==> config.mk <==
export PLATFORM = sky130hd
export DESIGN_NAME = hier_node_fanin_arbiter
export DESIGN_NICKNAME = d
export VERILOG_FILES = /design/src/rtl/hier_node_fanin_arbiter_pkg.sv /design/src/rtl/hier_node_fanin_arbiter_rr_pick.sv /design/src/rtl/hier_node_fanin_arbiter.sv
export SDC_FILE = /design/constraint.sdc
export NUM_CORES = 1
export LEC_CHECK = 0
export ABC_AREA = 1
export CAP_MARGIN = 5
export CORE_MARGIN = 2
export CORE_UTILIZATION = 52
export DETAILED_ROUTE_END_ITERATION = 7
export MAX_ROUTING_LAYER = met4
export PLACE_DENSITY = 0.9
export SYNTH_ARGS = -nofsm -noshare
export SYNTH_HDL_FRONTEND = slang
export SYNTH_SLANG_ARGS = --single-unit
==> constraint.sdc <==
create_clock -name clk -period 10.5 [get_ports clk]
set_input_delay 2.625 -clock clk [delete_from_list [all_inputs] [get_ports clk]]
set_output_delay 2.625 -clock clk [all_outputs]
set_load 0.05 [all_outputs]
==> src/rtl/hier_node_fanin_arbiter_pkg.sv <==
`default_nettype none
// ============================================================================
//  Module      : hier_fanin_pkg
//  Description : Shared defaults, types and helpers for the hierarchy fan-in
//                arbiter and its round-robin picker.
//  Contents    : N_CHILD_DEF / DATA_W_DEF / COUNT_W_DEF defaults,
//                out_state_e output-register state type,
//                src_w() child-index width helper.
//  Revision    : 1.0 - initial release
// ============================================================================
package hier_fanin_pkg;

  localparam int N_CHILD_DEF = 5;
  localparam int DATA_W_DEF  = 8;
  localparam int COUNT_W_DEF = 16;

  // Occupancy of the single parent-facing output register.
  typedef enum logic [0:0] {
    OUT_EMPTY = 1'b0,
    OUT_FULL  = 1'b1
  } out_state_e;

  // Bits needed to hold a child index 0..n-1, never less than one bit so
  // that a degenerate configuration still produces a legal vector width.
  // The loop stops at bit 30 to keep (1 << i) a positive int.
  function automatic int src_w(input int n);
    int w;
    w = 0;
    for (int i = 0; i < 31; i++) begin
      if ((1 << i) < n) w = i + 1;
    end
    return (w < 1) ? 1 : w;
  endfunction

endpackage : hier_fanin_pkg
`default_nettype wire

==> src/rtl/hier_node_fanin_arbiter_rr_pick.sv <==
`default_nettype none
// ============================================================================
//  Module      : hier_rr_pick
//  Description : Purely combinational round-robin picker. Searches req
//                starting one position after 'last', wrapping at N, and
//                returns the first requester found.
//  Ports       : req     [N]     - request vector
//                last    [SRC_W] - index granted most recently
//                en      [1]     - search enable; gnt is zero when low
//                gnt     [N]     - one-hot grant (or zero)
//                gnt_idx [SRC_W] - binary index of the granted requester
//                any     [1]     - a grant was issued
//  Revision    : 1.0 - initial release
// ============================================================================
module hier_rr_pick
  import hier_fanin_pkg::*;
#(
  parameter int N     = N_CHILD_DEF,
  parameter int SRC_W = src_w(N_CHILD_DEF)
) (
  input  logic [N-1:0]     req,
  input  logic [SRC_W-1:0] last,
  input  logic             en,
  output logic [N-1:0]     gnt,
  output logic [SRC_W-1:0] gnt_idx,
  output logic             any
);

  int               start_pos;
  int               probe;
  logic [SRC_W-1:0] probe_idx;

  always_comb begin
    gnt       = '0;
    gnt_idx   = '0;
    any       = 1'b0;
    probe     = 0;
    probe_idx = '0;

    // Starting point is last+1 with an explicit wrap: N need not be a power
    // of two, so natural overflow of the index vector cannot be relied on.
    // An out-of-range 'last' restarts the search at 0.
    if (int'(last) >= N - 1) begin
      start_pos = 0;
    end else begin
      start_pos = int'(last) + 1;
    end

    for (int k = 0; k < N; k++) begin
      probe = start_pos + k;
      if (probe >= N) probe = probe - N;
      probe_idx = SRC_W'(probe);
      if (en && !any && req[probe_idx]) begin
        gnt[probe_idx] = 1'b1;
        gnt_idx        = probe_idx;
        any            = 1'b1;
      end
    end
  end

endmodule : hier_rr_pick
`default_nettype wire

==> src/rtl/hier_node_fanin_arbiter.sv <==
`default_nettype none
// ============================================================================
//  Module      : hier_node_fanin_arbiter
//  Description : Merges N_CHILD upstream valid/ready channels into a single
//                registered parent-facing stream. Children are served in
//                round-robin order; each forwarded item is tagged with the
//                index of the child that supplied it. Sustains one item per
//                cycle when the parent is always ready.
//  Ports       : clk       [1]              - rising-edge clock
//                rst_n     [1]              - asynchronous active-low reset
//                in_valid  [N_CHILD]        - per-child valid
//                in_data   [N_CHILD*DATA_W] - child i at [i*DATA_W +: DATA_W]
//                in_ready  [N_CHILD]        - per-child ready, one-hot or zero
//                out_valid [1]              - parent-side valid
//                out_data  [DATA_W]         - registered payload
//                out_src   [SRC_W]          - child index of out_data
//                out_ready [1]              - parent-side ready
//                tx_count  [COUNT_W]        - parent handshakes, wrapping
//  Revision    : 1.0 - initial release
// ============================================================================
module hier_node_fanin_arbiter
  import hier_fanin_pkg::*;
#(
  parameter  int N_CHILD = N_CHILD_DEF,
  parameter  int DATA_W  = DATA_W_DEF,
  parameter  int COUNT_W = COUNT_W_DEF,
  localparam int SRC_W   = src_w(N_CHILD)
) (
  input  logic                        clk,
  input  logic                        rst_n,
  input  logic [N_CHILD-1:0]          in_valid,
  input  logic [N_CHILD*DATA_W-1:0]   in_data,
  output logic [N_CHILD-1:0]          in_ready,
  output logic                        out_valid,
  output logic [DATA_W-1:0]           out_data,
  output logic [SRC_W-1:0]            out_src,
  input  logic                        out_ready,
  output logic [COUNT_W-1:0]          tx_count
);

  // Pointer reset value: the search begins one past this, i.e. at child 0.
  localparam logic [SRC_W-1:0] LAST_RST = SRC_W'(N_CHILD - 1);

  out_state_e         out_state_q, out_state_d;
  logic [DATA_W-1:0]  out_data_q,  out_data_d;
  logic [SRC_W-1:0]   out_src_q,   out_src_d;
  logic [SRC_W-1:0]   last_grant_q, last_grant_d;
  logic [COUNT_W-1:0] tx_count_q,  tx_count_d;

  logic               load;
  logic               parent_hs;
  logic [N_CHILD-1:0] pick_gnt;
  logic [SRC_W-1:0]   pick_idx;
  logic               pick_any;
  logic [DATA_W-1:0]  win_data;

  // The output register can accept a new item when it is empty or is being
  // emptied this very cycle; this is what allows back-to-back transfers.
  assign load      = (out_state_q == OUT_EMPTY) || out_ready;
  assign parent_hs = (out_state_q == OUT_FULL) && out_ready;

  hier_rr_pick #(
    .N     (N_CHILD),
    .SRC_W (SRC_W)
  ) u_pick (
    .req     (in_valid),
    .last    (last_grant_q),
    .en      (load),
    .gnt     (pick_gnt),
    .gnt_idx (pick_idx),
    .any     (pick_any)
  );

  // The grant is derived from in_valid and local state only; the payload
  // never feeds back into the ready path.
  assign in_ready = pick_gnt;

  // One-hot payload mux driven by the grant vector.
  always_comb begin
    win_data = '0;
    for (int i = 0; i < N_CHILD; i++) begin
      if (pick_gnt[i]) win_data = in_data[i*DATA_W +: DATA_W];
    end
  end

  always_comb begin
    out_state_d  = out_state_q;
    out_data_d   = out_data_q;
    out_src_d    = out_src_q;
    last_grant_d = last_grant_q;
    tx_count_d   = tx_count_q;

    if (parent_hs) begin
      tx_count_d = tx_count_q + COUNT_W'(1);
    end

    // A grant always wins over draining: the register reloads and stays
    // full. Without a grant, a parent handshake empties it. With neither,
    // everything (including the pointer) holds.
    if (pick_any) begin
      out_state_d  = OUT_FULL;
      out_data_d   = win_data;
      out_src_d    = pick_idx;
      last_grant_d = pick_idx;
    end else if (parent_hs) begin
      out_state_d  = OUT_EMPTY;
    end
  end

  always_ff @(posedge clk or negedge rst_n) begin
    if (!rst_n) begin
      out_state_q  <= OUT_EMPTY;
      out_data_q   <= '0;
      out_src_q    <= '0;
      last_grant_q <= LAST_RST;
      tx_count_q   <= '0;
    end else begin
      out_state_q  <= out_state_d;
      out_data_q   <= out_data_d;
      out_src_q    <= out_src_d;
      last_grant_q <= last_grant_d;
      tx_count_q   <= tx_count_d;
    end
  end

  assign out_valid = (out_state_q == OUT_FULL);
  assign out_data  = out_data_q;
  assign out_src   = out_src_q;
  assign tx_count  = tx_count_q;

endmodule : hier_node_fanin_arbiter
`default_nettype wire

==> summary.md <==
| Metric | Value |
|---|---|
| Final Hold Viols | `0` |
| Core area | `5140 um2` |
| CTS tree | `yes` |
| Via count | `3108` |
| Final Critical Period | `8.14 ns` |
| Netlist cell types | `37` |
| Fillers | `438` |
| Syn. warnings | `0` |
| Setup-failing EPs final | `0` |
| Buffers inserted by post-CTS timing repair | `0` |
| Post-synth EDFFs | `0` |
| Gr usage total | `0.299` |
| Clock Pin Slew Worst Setup and Hold Paths | `0.07 ns` |
| Vias in the first global route | `3028` |
| Share of layout cells above drive strength 1 | `0.0969` |
| Vias per cell | `5.30` |
| Most instantiated library cell after synthesis | `nand2_1` |
| RSZ-0062 raised after global routing | `no` |
| Total Routed Length | `8380 um` |
| Area Overhead vs Synth | `34.1%` |
| Hold Path Class | `flop to flop` |
| Synth cell count leaders | `nand2_1, nand3_1, nor2_1` |
| Synth area leaders | `dfrtp_1, nand2_1, nand3_1` |
| Status | `finished, final reports clean` |
| Drt drc | `0` |
| Pins Over Slew Limit | `0` |
| Cell taking the most area after synthesis | `dfrtp_1` |
| IO Port Bufs | `80` |
| Asr flop ratio synth | `1.00` |
| Register bit count reported by yosys | `29` |
| DIE HEIGHT | `77.1 um` |
| Final period util | `0.776` |
| Hold buffers post-CTS | `0` |
| I/O pin count | `81` |
| Max clock buf depth | `2` |
| Placer Congestion | `0.916` |
| F_max | `123 MHz` |
| First-pass GRT wire length | `14100 um` |
| N_diodes | `0` |
| Initial antenna violation count | `0` |
| Pre-antenna DRT Iters | `5` |
| ANT nets after route | `0` |
| CP endpoint kind | `output pin` |
| Mapped Cells | `431` |
| Finished Cell Area | `3720 um2` |
| Placed instance area | `3640 um2` |
| Post-synth top area share | `0.252` |
| H-tree levels | `2` |
| Least-Margin Pin Slew | `0.863 ns` |
| Initial Utilization | `0.540` |
| Sink Count | `29` |
| CTS Buf Count | `5` |
| Max cap viols | `0` |
| # resized after CTS | `0` |
| Die area | `5940 um2` |
| Nets@finish | `577` |
| Relative slew slack | `0.422` |
| DIE WIDTH | `77.1 um` |
| Mapped Avg Cell Area | `6.44 um2` |
| WL per Instance | `14.3 um` |
| GRT overflow | `0` |
| TNS Setup | `0 ns` |
| CP Class | `input pin to output pin` |
| Clock Skew | `0.00817 ns` |
| Main synth FF type | `dfrtp_1` |
| Clock Root Buffer | `clkbuf_8` |
| Crit path launch type | `input pin` |
| CP arrival | `5.52 ns` |
| Crit path max fanout | `10` |
| Largest net degree at the start of global routing | `30` |
| Sequential fraction of the synthesis area | `0.262` |
| Row count | `26` |
| Netlist Area Pre-Place | `2780 um2` |
| HPWL Detailed | `6700 um` |
| Initial DRC count | `223` |
| Critical Path RT | `7.88 ns` |
| Clock Latency Late Sink | `0.28 ns` |
[stage by stage]
stage          worst slack (ns)  hold WS [ns]  instances  utilization
4_1_cts                    2.36         0.491        586        0.724
3_3_place_gp               2.48         0.466        578        0.707
5_1_grt                    2.10         0.520        586        0.724
2_1_floorplan              3.77         0.552        432            -
6_report                   2.36         0.484        586        0.724
3_5_place_dp               2.41         0.465        578        0.707
[flip-flops by register name (all words and copies together) (netlist names)]
signal and flops:
last_grant_q 1, out_data 8, out_src 3, out_valid 1, tx_count 16
[worst paths after layout]
| kind | startpoint | to | slack, ns | cells after the start |
|---|---|---|---|---|
| max in group asynchronous | rst_n | last_grant_q[2] | 7.45 | 2 |
| worst min register to register | out_src[2] | out_src[2] | 0.48 | 2 |
| worst min-delay path | out_src[2] | out_src[2] | 0.48 | 2 |
| worst max register to register | out_src[0] | out_src[1] | 6.37 | 17 |
| min in group asynchronous | rst_n | out_data[2] | 2.74 | 2 |
| worst max-delay path | in_valid[2] | in_ready[4] | 2.36 | 17 |
[cells by family (layout without fill, tap and decap cells)]
logic type,count (synthesis),count (layout),synth area share
AO/OA/AOI/OAI,26,26,0.0591
buffers and inverters,59,143,0.0870
other,2,3,0.00271
XOR/XNOR,14,14,0.0442
adder cells (fa/ha/maj),14,14,0.0631
flip-flops,29,29,0.262
multiplexers,1,1,0.00406
AND/OR/NAND/NOR,286,286,0.478
[placed cells by master (no fill, tap or decap), types with 5 or more instances in the layout]
cell	count
nor2_1	51
nand3_2	7
ha_1	14
nand3_1	67
nand4_1	8
inv_2	7
nor3_1	5
clkbuf_8	5
clkdlybuf4s50_1	80
dfrtp_1	28
a21oi_1	6
nand2_2	6
inv_1	46
xor2_1	10
nor2_2	7
o21ai_0	7
nand2_1	126
[worst max-delay path, stage by stage]
cell and delay, ns:
clkdlybuf4s50_1 0.48, inv_1 0.10, nand2_1 0.05, nand2_1 0.08
nand3_1 0.07, nand2_1 0.07, nand2_1 0.04, nand2_1 0.09
nor2_1 0.07, inv_1 0.19, nand3_4 0.13, nor2_4 0.15
inv_2 0.06, nor3_2 0.17, nand2_1 0.14, nand2_4 0.16
clkdlybuf4s50_1 0.83
[final cells by class]
class / count / area [um2] / area share
inverter: 54 / 203 / 0.0545
clock buffer: 5 / 68.8 / 0.0185
clock inverter: 3 / 17.5 / 0.00471
multi-input combinational: 344 / 1810 / 0.486
tap: 70 / 87.6 / 0.0235
timing repair buffer: 81 / 808 / 0.217
sequential: 29 / 727 / 0.195
[routing by layer]
layer / track usage / vias up / wire (um)
li1: - / 1539 / -
met1: 0.345 / 1421 / 3410
met2: 0.540 / 128 / 4280
met3: 0.0412 / 20 / 481
met4: 0.0839 / 0 / 208
met5: - / - / 0
Power is left out: the tool's default activity adds up to more than one toggle a clock period on the data nets, which glitch-free logic cannot reach.
